$ cat src/rtl/demo_display_scan.sv
// Multiplexed N-digit seven-segment scan of a captured result value, with
// optional leading-zero blanking, freeze/hold, and a periodic CPU step enable.
module demo_display_scan #(
   parameter int unsigned DATA_W      = 32,
   parameter int unsigned NUM_DIGITS  = 4,
   parameter int unsigned REFRESH_DIV = 100000,
   parameter int unsigned STEP_DIV    = 50000000,
   parameter int unsigned BLANK_LZ    = 1
) (
   input  logic                  clk,
   input  logic                  reset,
   input  logic [DATA_W-1:0]     value,
   input  logic                  value_valid,
   input  logic                  freeze,
   output logic                  step_tick,
   output logic [NUM_DIGITS-1:0] an,
   output logic [6:0]            seg,
   output logic                  dp
);

   localparam int unsigned RCNT_W = (REFRESH_DIV > 1) ? $clog2(REFRESH_DIV) : 1;
   localparam int unsigned SCNT_W = (STEP_DIV > 1) ? $clog2(STEP_DIV) : 1;
   localparam int unsigned IDX_W  = (NUM_DIGITS > 1) ? $clog2(NUM_DIGITS) : 1;
   localparam int unsigned VAL_NIB = (DATA_W + 3) / 4;
   localparam int unsigned NIB_N  = (NUM_DIGITS > VAL_NIB) ? NUM_DIGITS : VAL_NIB;
   localparam int unsigned EXT_W  = NIB_N * 4;

   logic [DATA_W-1:0] disp_reg;
   logic [RCNT_W-1:0] rcnt;
   logic [SCNT_W-1:0] scnt;
   logic [IDX_W-1:0]  idx;

   logic [EXT_W-1:0]  ext;
   logic [3:0]        cur_nib;
   int unsigned       hi_nib;
   logic              blank_c;
   logic [6:0]        seg_nxt;

   function automatic logic [6:0] decode(input logic [3:0] n);
      logic [6:0] s;
      case (n)
         4'h0: s = 7'h40;
         4'h1: s = 7'h79;
         4'h2: s = 7'h24;
         4'h3: s = 7'h30;
         4'h4: s = 7'h19;
         4'h5: s = 7'h12;
         4'h6: s = 7'h02;
         4'h7: s = 7'h78;
         4'h8: s = 7'h00;
         4'h9: s = 7'h10;
         4'hA: s = 7'h08;
         4'hB: s = 7'h03;
         4'hC: s = 7'h46;
         4'hD: s = 7'h21;
         4'hE: s = 7'h06;
         default: s = 7'h0E;
      endcase
      return s;
   endfunction

   assign ext = EXT_W'(disp_reg);

   // Select the active nibble and find the highest nonzero nibble of the held value
   always_comb begin
      cur_nib = 4'h0;
      hi_nib  = 0;
      for (int unsigned k = 0; k < NIB_N; k++) begin
         if (ext[k*4 +: 4] != 4'h0) hi_nib = k;
         if ((k < NUM_DIGITS) && (32'(idx) == k)) cur_nib = ext[k*4 +: 4];
      end
      blank_c = (BLANK_LZ != 0) && (32'(idx) > hi_nib);
      seg_nxt = blank_c ? 7'h7F : decode(cur_nib);
   end

   always_ff @(posedge clk) begin
      if (reset) begin
         disp_reg  <= '0;
         rcnt      <= '0;
         scnt      <= '0;
         idx       <= '0;
         step_tick <= 1'b0;
         an        <= '1;
         seg       <= 7'h7F;
         dp        <= 1'b1;
      end else begin
         if (value_valid && !freeze) disp_reg <= value;

         if (rcnt == RCNT_W'(REFRESH_DIV - 1)) begin
            rcnt <= '0;
            idx  <= (idx == IDX_W'(NUM_DIGITS - 1)) ? '0 : idx + IDX_W'(1);
         end else begin
            rcnt <= rcnt + RCNT_W'(1);
         end

         scnt      <= (scnt == SCNT_W'(STEP_DIV - 1)) ? '0 : scnt + SCNT_W'(1);
         step_tick <= (scnt == SCNT_W'(STEP_DIV - 1));

         // Outputs follow the current idx together so an/seg/dp stay aligned
         an  <= ~(NUM_DIGITS'(1) << idx);
         seg <= seg_nxt;
         dp  <= !((idx == '0) && freeze);
      end
   end

endmodule

$ cat config.mk
export PLATFORM = sky130hd
export DESIGN_NAME = demo_display_scan
export DESIGN_NICKNAME = d
export VERILOG_FILES = /design/src/rtl/demo_display_scan.sv
export SDC_FILE = /design/constraint.sdc
export NUM_CORES = 1
export LEC_CHECK = 0
export CORE_ASPECT_RATIO = 0.9
export CORE_MARGIN = 2
export CORE_UTILIZATION = 40
export CTS_CLUSTER_SIZE = 25
export DETAILED_ROUTE_END_ITERATION = 8
export PLACE_DENSITY = 0.65
export SLEW_MARGIN = 30
export SYNTH_ARGS = -nofsm -noshare
export SYNTH_HDL_FRONTEND = slang
export SYNTH_SLANG_ARGS = --single-unit
$ cat constraint.sdc
create_clock -name clk -period 3.7 [get_ports clk]
set_clock_uncertainty 0.15 [all_clocks]
set_input_delay 0.74 -clock clk [delete_from_list [all_inputs] [get_ports clk]]
set_output_delay 0.74 -clock clk [all_outputs]
set_load 0.05 [all_outputs]
# After elaboration in Yosys (flattened, before gate mapping)

Memory sizes are Yosys's and may differ from the RTL's. A register that Yosys moved wholly into a read port is not among the register bits.
Cells that the tools add are included.

Register bits: 83
Memory bits (read-only): 112
Input port bits: 36
Logic and storage cells: 46
Memories: 1

Add/sub/neg operators: 3
$lt $le $gt $ge: 1
Equality and inequality tests: 5
Shift operators: 1
Muxes and demuxes: 12
Bitwise logic cells: 1
Reduce and logical (&&, ||, !) cells: 15

Memories:

| memory          | words | bits a word | read ports | clocked after memory_dff | wr ports | RTL line | text |
|---|---|---|---|---|---|---|---|
| (no name shown) | 16    | 7           | 1          | 1                        | 0        | 41       | `case (n)` |

Operator list:

| kind                                                 | number |
|---|---|
| greater-than comparator 2 x 32 -> 1 bit              | 1 |
| two-way mux 32 bit                                   | 1 |
| nonzero test 4 bit                                   | 7 |
| adder 26 x 1 -> 26 bit (second input constant)       | 1 |
| equality test 26 bit (second input constant)         | 1 |
| adder 17 x 1 -> 17 bit (second input constant)       | 1 |
| equality test 17 bit (second input constant)         | 1 |
| two-way mux 4 bit                                    | 4 |
| two-way mux 3 bit                                    | 3 |
| two-way mux 2 bit                                    | 3 |
| OR reduction 2 bit                                   | 3 |
| equality test 2 bit (second input constant)          | 2 |
| NOT 4 bit                                            | 1 |
| left shift 1 x 2 -> 4 bit (first input constant)     | 1 |
| adder 2 x 1 -> 2 bit (second input constant)         | 1 |
| equality test 2 x 1 -> 1 bit (second input constant) | 1 |
| logical AND 1 bit                                    | 2 |
| logical NOT 1 bit                                    | 2 |
| logical NOT 2 bit                                    | 1 |
| two-way mux 1 bit                                    | 1 |

# Longest topological paths before layout

Depth in word-level cells: 10
Mapped depth: 11
Mapped depth without buffers: 11

# Worst setup path before layout

OpenSTA, ideal clock, no wires.

Kind: register to register
Start: reg idx[0]
End: reg seg[3]
Arrival time: 2.078 ns
Data required time: 3.420 ns
Path slack: 1.343 ns
Cell stages (with the launch flop): 11
Buffers on the path: 0
Clock period less this slack: 2.357 ns
Cells stage by stage: dfxtp_1 -> inv_1 -> ha_1 -> nor2_1 -> o211ai_1 -> o21ai_0 -> inv_1 -> ha_1 -> mux2_2 -> mux2i_1 -> nand2_1

Cells in the longest elaborated chain, start to end: 5
Elaborated cells between the ends (all ways): 10
Those cells by class: order compare: 1; eq/ne: 3; mux: 4; reduce/logical: 2

RTL lines:

| what                                                                                            | RTL line | text |
|---|---|---|
| start: declaration                                                                              | 31       | `logic [IDX_W-1:0] idx;` |
| start signal: assignment                                                                        | 91       | `idx <= (idx == IDX_W'(NUM_DIGITS - 1)) ? '0 : idx + IDX_W'(1);` |
| parallel branches: the longest is 5 deep, another holds greater-than comparator 2 x 32 -> 1 bit | -        |  |
| end: declaration                                                                                | 17       | `output logic [6:0] seg,` |

Several ways; the timed one is not identified.
A chain may end at the register's enable or synchronous reset.

# Worst setup path in the final report

Ends and elaborated chain as after synthesis.

==> metrics <==
status finished, final reports clean; Longest Clk Path Bufs 2; max cap viols 0; Std-Cell Rows 34; Synth top cells by count dfxtp_1, nand2_1, nor2_1; Cell Area, Synth 4003 sq um; number of flops mapped to enable cells by yosys 0; CP startpoint kind register; gr ovfl total 0; initial antenna violation count 0; Clock Pin Slew Worst Setup and Hold Paths 0.09 ns; category of the most critical setup path register to register; CTS Root Buffer Type clkbuf_8; gpl congestion 0.7835; DRT antenna net count 0; average vias per placed instance 5.003; Layout Nets 556; Routed wire per std cell 12.72 um; post-synth top area cell dfxtp_1; H-tree depth 3; required time worst endpoint 3.79 ns; die area 10820 sq um; Post-Syn Nets 513; Detailed Route Iter0 Violations 72; CTS tree built; most numerous cell in the Yosys netlist dfxtp_1; worst vdd ir 167.5 uV; Fin. Hold Viols 0; DPL Wire Length 5649 um; Hold Buf Count CTS 0; max reg flops 32; vias in the first global route 2980; Yosys reg bits 90; minimum clock period 2.789 ns; Hold Path Class register to register; max_slew headroom 37.69%; CTS sink cnt 90; Final setup viols 0; Synth warnings 0; arrival time at the worst endpoint 2.88 ns; largest net degree at the start of global routing 45; Gates resized, CTS repair 0; LEAKAGE 1.753 nW; core box area 9699 sq um; Post-CTS Setup Repair Bufs 0; antenna diode instance count 0; top cell type's share of synthesized area 45.01%; Post-Route WL 8101 um; Max Slew Vio Count 0; library cells used by synthesis 45; dominant cells by area after synthesis dfxtp_1, nand2_1, xor2_1, nor2_1, a21oi_1; router iterations before antenna repair 4; Buffers on Ports 48; measured slew at the worst slew-check pin 0.9346 ns; worst-path fanout max 7; PnR worst setup slack 0.9113 ns; die width 109.4 um; Residual DRC 0; CP endpoint kind register; CTS buffer count 9; I/O Pins 49; Avg Cell Area, Syn 8.645 sq um; Vias 3187; Area growth, synth to finish 18.57%; Main synth FF type dfxtp_1; unrepaired setup endpoints after global routing no; pre-CTS setup slack 0.9029 ns; Starting Density 41.27%; P per Cell Area 398.4 nW/um^2; GRT Total Usage 15.67%; share of cells above drive strength 1 5.675%; Final Cycle Share 75.37%; filler cell count 941; cell count after synthesis 463; Post-synth ARST share 0%; chip height 98.90 um; Fmax achieved 358.6 MHz; worst skew pair latency 0.36 ns; post-synthesis sequential area ratio 45.01%; global-route wire length before repair 13550 um; total negative slack 0 ns
## critical path, stage by stage, from the launching register on
cell and delay (ns):
dfxtp_1 0.41, inv_1 0.10, ha_1 0.29, nor2_1 0.30, o211ai_1 0.14, o21ai_0 0.28, inv_1 0.22, ha_1 0.29
mux2_2 0.28, mux2i_1 0.14, nand2_1 0.06
## stage by stage
| step | power [mW] | hold WS, ns | utilization, % | area (sq um) | std cells |
|---|---|---|---|---|---|
| 2_1_floorplan | 1.168 | 0.2678 | - | 4003 | 463 |
| 3_3_place_gp | 1.240 | 0.2813 | 46.93 | 4552 | 621 |
| 3_5_place_dp | 1.244 | 0.2911 | 46.93 | 4552 | 621 |
| 4_1_cts | 1.920 | 0.3041 | 48.93 | 4746 | 637 |
| 5_1_grt | 1.975 | 0.3280 | 48.93 | 4746 | 637 |
| 6_report | 1.891 | 0.2982 | 48.93 | 4746 | 637 |
## power by group
group,switching (mW),internal (mW),total (mW)
registers,0.0174,0.999,1.02
logic,0.113,0.0908,0.204
clock network,0.358,0.313,0.671
total,0.488,1.40,1.89
## logic make-up after synthesis
| kind of cell | after synthesis | share of synthesized area, % |
|---|---|---|
| AND/OR/NAND/NOR | 225 | 27.54 |
| flip-flops | 90 | 45.01 |
| AO/OA/AOI/OAI | 58 | 9.065 |
| XOR/XNOR | 38 | 8.315 |
| buffers and inverters | 32 | 4.157 |
| adder cells (fa/ha/maj) | 14 | 4.376 |
| multiplexers | 6 | 1.532 |
## routing by layer
| layer | share of wire [%] | GRT usage, % |
|---|---|---|
| met1 | 48 | 20.33 |
| met2 | 46 | 24.79 |
| met3 | 4.9 | 5.489 |
| met4 | 0.54 | 4.090 |
| met5 | 0 | 0 |
## path summary, 6_finish.rpt
path | slack (ns) | to | cells after the start | from
min | 0.30 | scnt[0] | 1 | scnt[0]
max | 0.91 | seg[3] | 10 | idx[0]
max reg2reg | 0.91 | seg[3] | 10 | idx[0]
min reg2reg | 0.30 | scnt[0] | 1 | scnt[0]
## placed cells by master, fill, tap and decap left out, types with 4 or more instances in the layout
cell and n:
nand3b_1 4, nand3_1 12, and4_1 4, buf_4 4
nand2_1 89, inv_1 12, ha_1 14, a21oi_1 39
xnor2_1 8, and3_1 8, mux2i_1 5, nor2_1 54
nand4_1 15, o21ai_0 4, nand2b_1 9, xor2_1 30
nor4_1 6, clkbuf_8 9, dfxtp_1 90, clkdlybuf4s50_1 48
o221ai_1 4, nor2b_1 4
## final cells by class
cell class	instances	area [sq um]	share of cell area [%]
clock buffer	10	127.6	2.689
tap	126	157.7	3.322
clock inverter	6	66.31	1.397
inverter	12	45.04	0.9491
sequential	90	1802	37.96
multi-input combinational	341	2037	42.92
timing repair buffer	52	510.5	10.76
No activity file was read; power rests on OpenSTA's default activity.
==> variant: new RTL, same settings <==
Register the output `seg` once more, cleared by the reset; this adds one clock of latency there. The other outputs are not delayed to match.
--- a/src/rtl/demo_display_scan.sv
+++ b/src/rtl/demo_display_scan.sv
@@ -26,2 +26,4 @@
    localparam int unsigned EXT_W  = NIB_N * 4;
+
+   logic [6:0] seg_s0;
 
@@ -83,3 +85,3 @@
          an        <= '1;
-         seg       <= 7'h7F;
+         seg_s0    <= 7'h7F;
          dp        <= 1'b1;
@@ -100,4 +102,12 @@
          an  <= ~(NUM_DIGITS'(1) << idx);
-         seg <= seg_nxt;
+         seg_s0 <= seg_nxt;
          dp  <= !((idx == '0) && freeze);
+      end
+   end
+
+   always_ff @(posedge clk) begin
+      if (reset) begin
+         seg <= '0;
+      end else begin
+         seg <= seg_s0;
       end
Behaviour: not the same (a bounded check fails within 4 cycles, from zero or initial values and one cycle with reset high).
==> variant against the original RTL <==
Die area is 3.9% higher; count of clock-buffer cells in the layout is 2 higher; final cell count is 3.6% higher; routed wire length is 2.2% higher; hold slack worse by 0.013 ns; combinational power is 2% lower; power is 17% higher; worst setup slack better by 0.17 ns; area after synthesis is 4.1% higher; sequential cell count is 7 higher; final area is 5.4% higher.
==> variant: results (changes against the original RTL) <==
The run finished with clean final reports. The count of filler cells inserted in the layout came out at 996 (+5.8%). The count of different cell masters after synthesis was 44 (-2.2%). The master cell of the clock root buffer is sky130_fd_sc_hd__clkbuf_16.

In this run the worst setup path begins at disp_reg[20]. The worst-case hold slack is 0.285 ns (-0.0133 ns). The capture point of the critical path is seg_s0[2].

The worst hold path terminates at seg[1]. In this run the most critical hold path is launched from seg_s0[1]. The weighted congestion at the end of routability-driven global placement came to 0.847 (+8.1%). The leakage power summed over all cells came out at 0.00179 uW (+2.1%). The initial detailed-routing violation count was 131 (+82%).

The insertion delay to the later sink of the worst-skew pair came out at 0.34 ns (-0.02 ns). The sequential-to-total area share from yosys stat is 0.466 (+0.0161). The detailed placer's ending HPWL came out at 5850 um (+3.5%).

The adder and majority gate portion of the synthesized area came out at 0.0421 (-0.00171). The number of nets in the finished design was 576 (+3.6%). The portion of netlist area occupied by mux cells is 0.0147 (-0.000598). The total routing resource utilization after global routing came to 0.152 (-0.00464). The cell count after placement came to 644 (+3.7%).

The xor and xnor fraction of the mapped netlist area came out at 0.0799 (-0.00325). The number of global-route vias before repair came out at 3035 (+1.8%). The arrival time of the worst setup path is 2.66 ns (-0.22 ns). The area after detailed placement was 4710 um^2 (+3.5%). In the post-synthesis netlist, the biggest area contributors are sky130_fd_sc_hd__dfxtp_1 (47%), sky130_fd_sc_hd__nand2_1 (8.0%), sky130_fd_sc_hd__nor2_1 (5.0%), sky130_fd_sc_hd__a21oi_1 (4.7%), sky130_fd_sc_hd__ha_1 (4.2%).

The number of standard cells in the layout, taps in and fillers out came out at 660 (+3.6%). Sorting the synthesized cells by how often they occur yields sky130_fd_sc_hd__dfxtp_1 (97), sky130_fd_sc_hd__nand2_1 (89), sky130_fd_sc_hd__nor2_1 (56). The wire length of the first global-routing pass came out at 13900 um (+2.3%). The register-to-register setup slack came out at 1.08 ns (+0.17 ns).

Broken down by cell family, the worst path's largest delay share belongs to simple AND/OR/NAND/NOR gates. The final routed wire length divided by cell count came out at 12.6 um (-1.3%). The number of standard cells after synthesis is 486 (+5.0%). The achievable clock frequency came to 381 MHz (+6.3%).
==> variant: changes by cell type after synthesis, moves of 2 or more <==
cell / delta
sky130_fd_sc_hd__dfxtp_1: +7
sky130_fd_sc_hd__clkbuf_1: +3
sky130_fd_sc_hd__xor2_1: -10
sky130_fd_sc_hd__xnor2_1: +10
sky130_fd_sc_hd__or2_2: +2
sky130_fd_sc_hd__nand4_1: -5
sky130_fd_sc_hd__nor4_1: +3
sky130_fd_sc_hd__nor3_1: +4
sky130_fd_sc_hd__nor2b_1: +8
sky130_fd_sc_hd__nor4_4: -2
sky130_fd_sc_hd__nor2_1: +2
sky130_fd_sc_hd__and3_1: -2
==> variant: metal layers <==
layer / vias up / share of wire / GRT usage
met5: - / 0 / 0
met4: 0 / 0.015 / 0.0627
met3: 11 / 0.032 / 0.0379
met2: 43 / 0.45 / 0.250
met1: 1491 / 0.50 / 0.193
li1: 1706 / - / -
==> variant: cells by family after synthesis <==
group	after synthesis
AOI/OAI and AO/OA	58
muxes	6
xor gates and xnor gates	38
DFF	97
adders and majority gates	14
buffers and inverters	36
and+or+nand+nor	237
==> variant: layout make-up <==
| type | count | area [um^2] | area share |
|---|---|---|---|
| Tap cell | 129 | 161 | 0.0323 |
| Clock inverter | 4 | 53.8 | 0.0108 |
| Clock buffer | 12 | 236 | 0.0473 |
| Multi-Input combinational cell | 353 | 2050 | 0.411 |
| Inverter | 13 | 48.8 | 0.00975 |
| Timing Repair Buffer | 52 | 505 | 0.101 |
| Sequential cell | 97 | 1940 | 0.388 |
==> variant: where the power goes <==
group	internal, uW	switching (uW)	total (uW)
sequential	1080	19.1	1100
combinational	90.5	109	200
clock	526	379	905
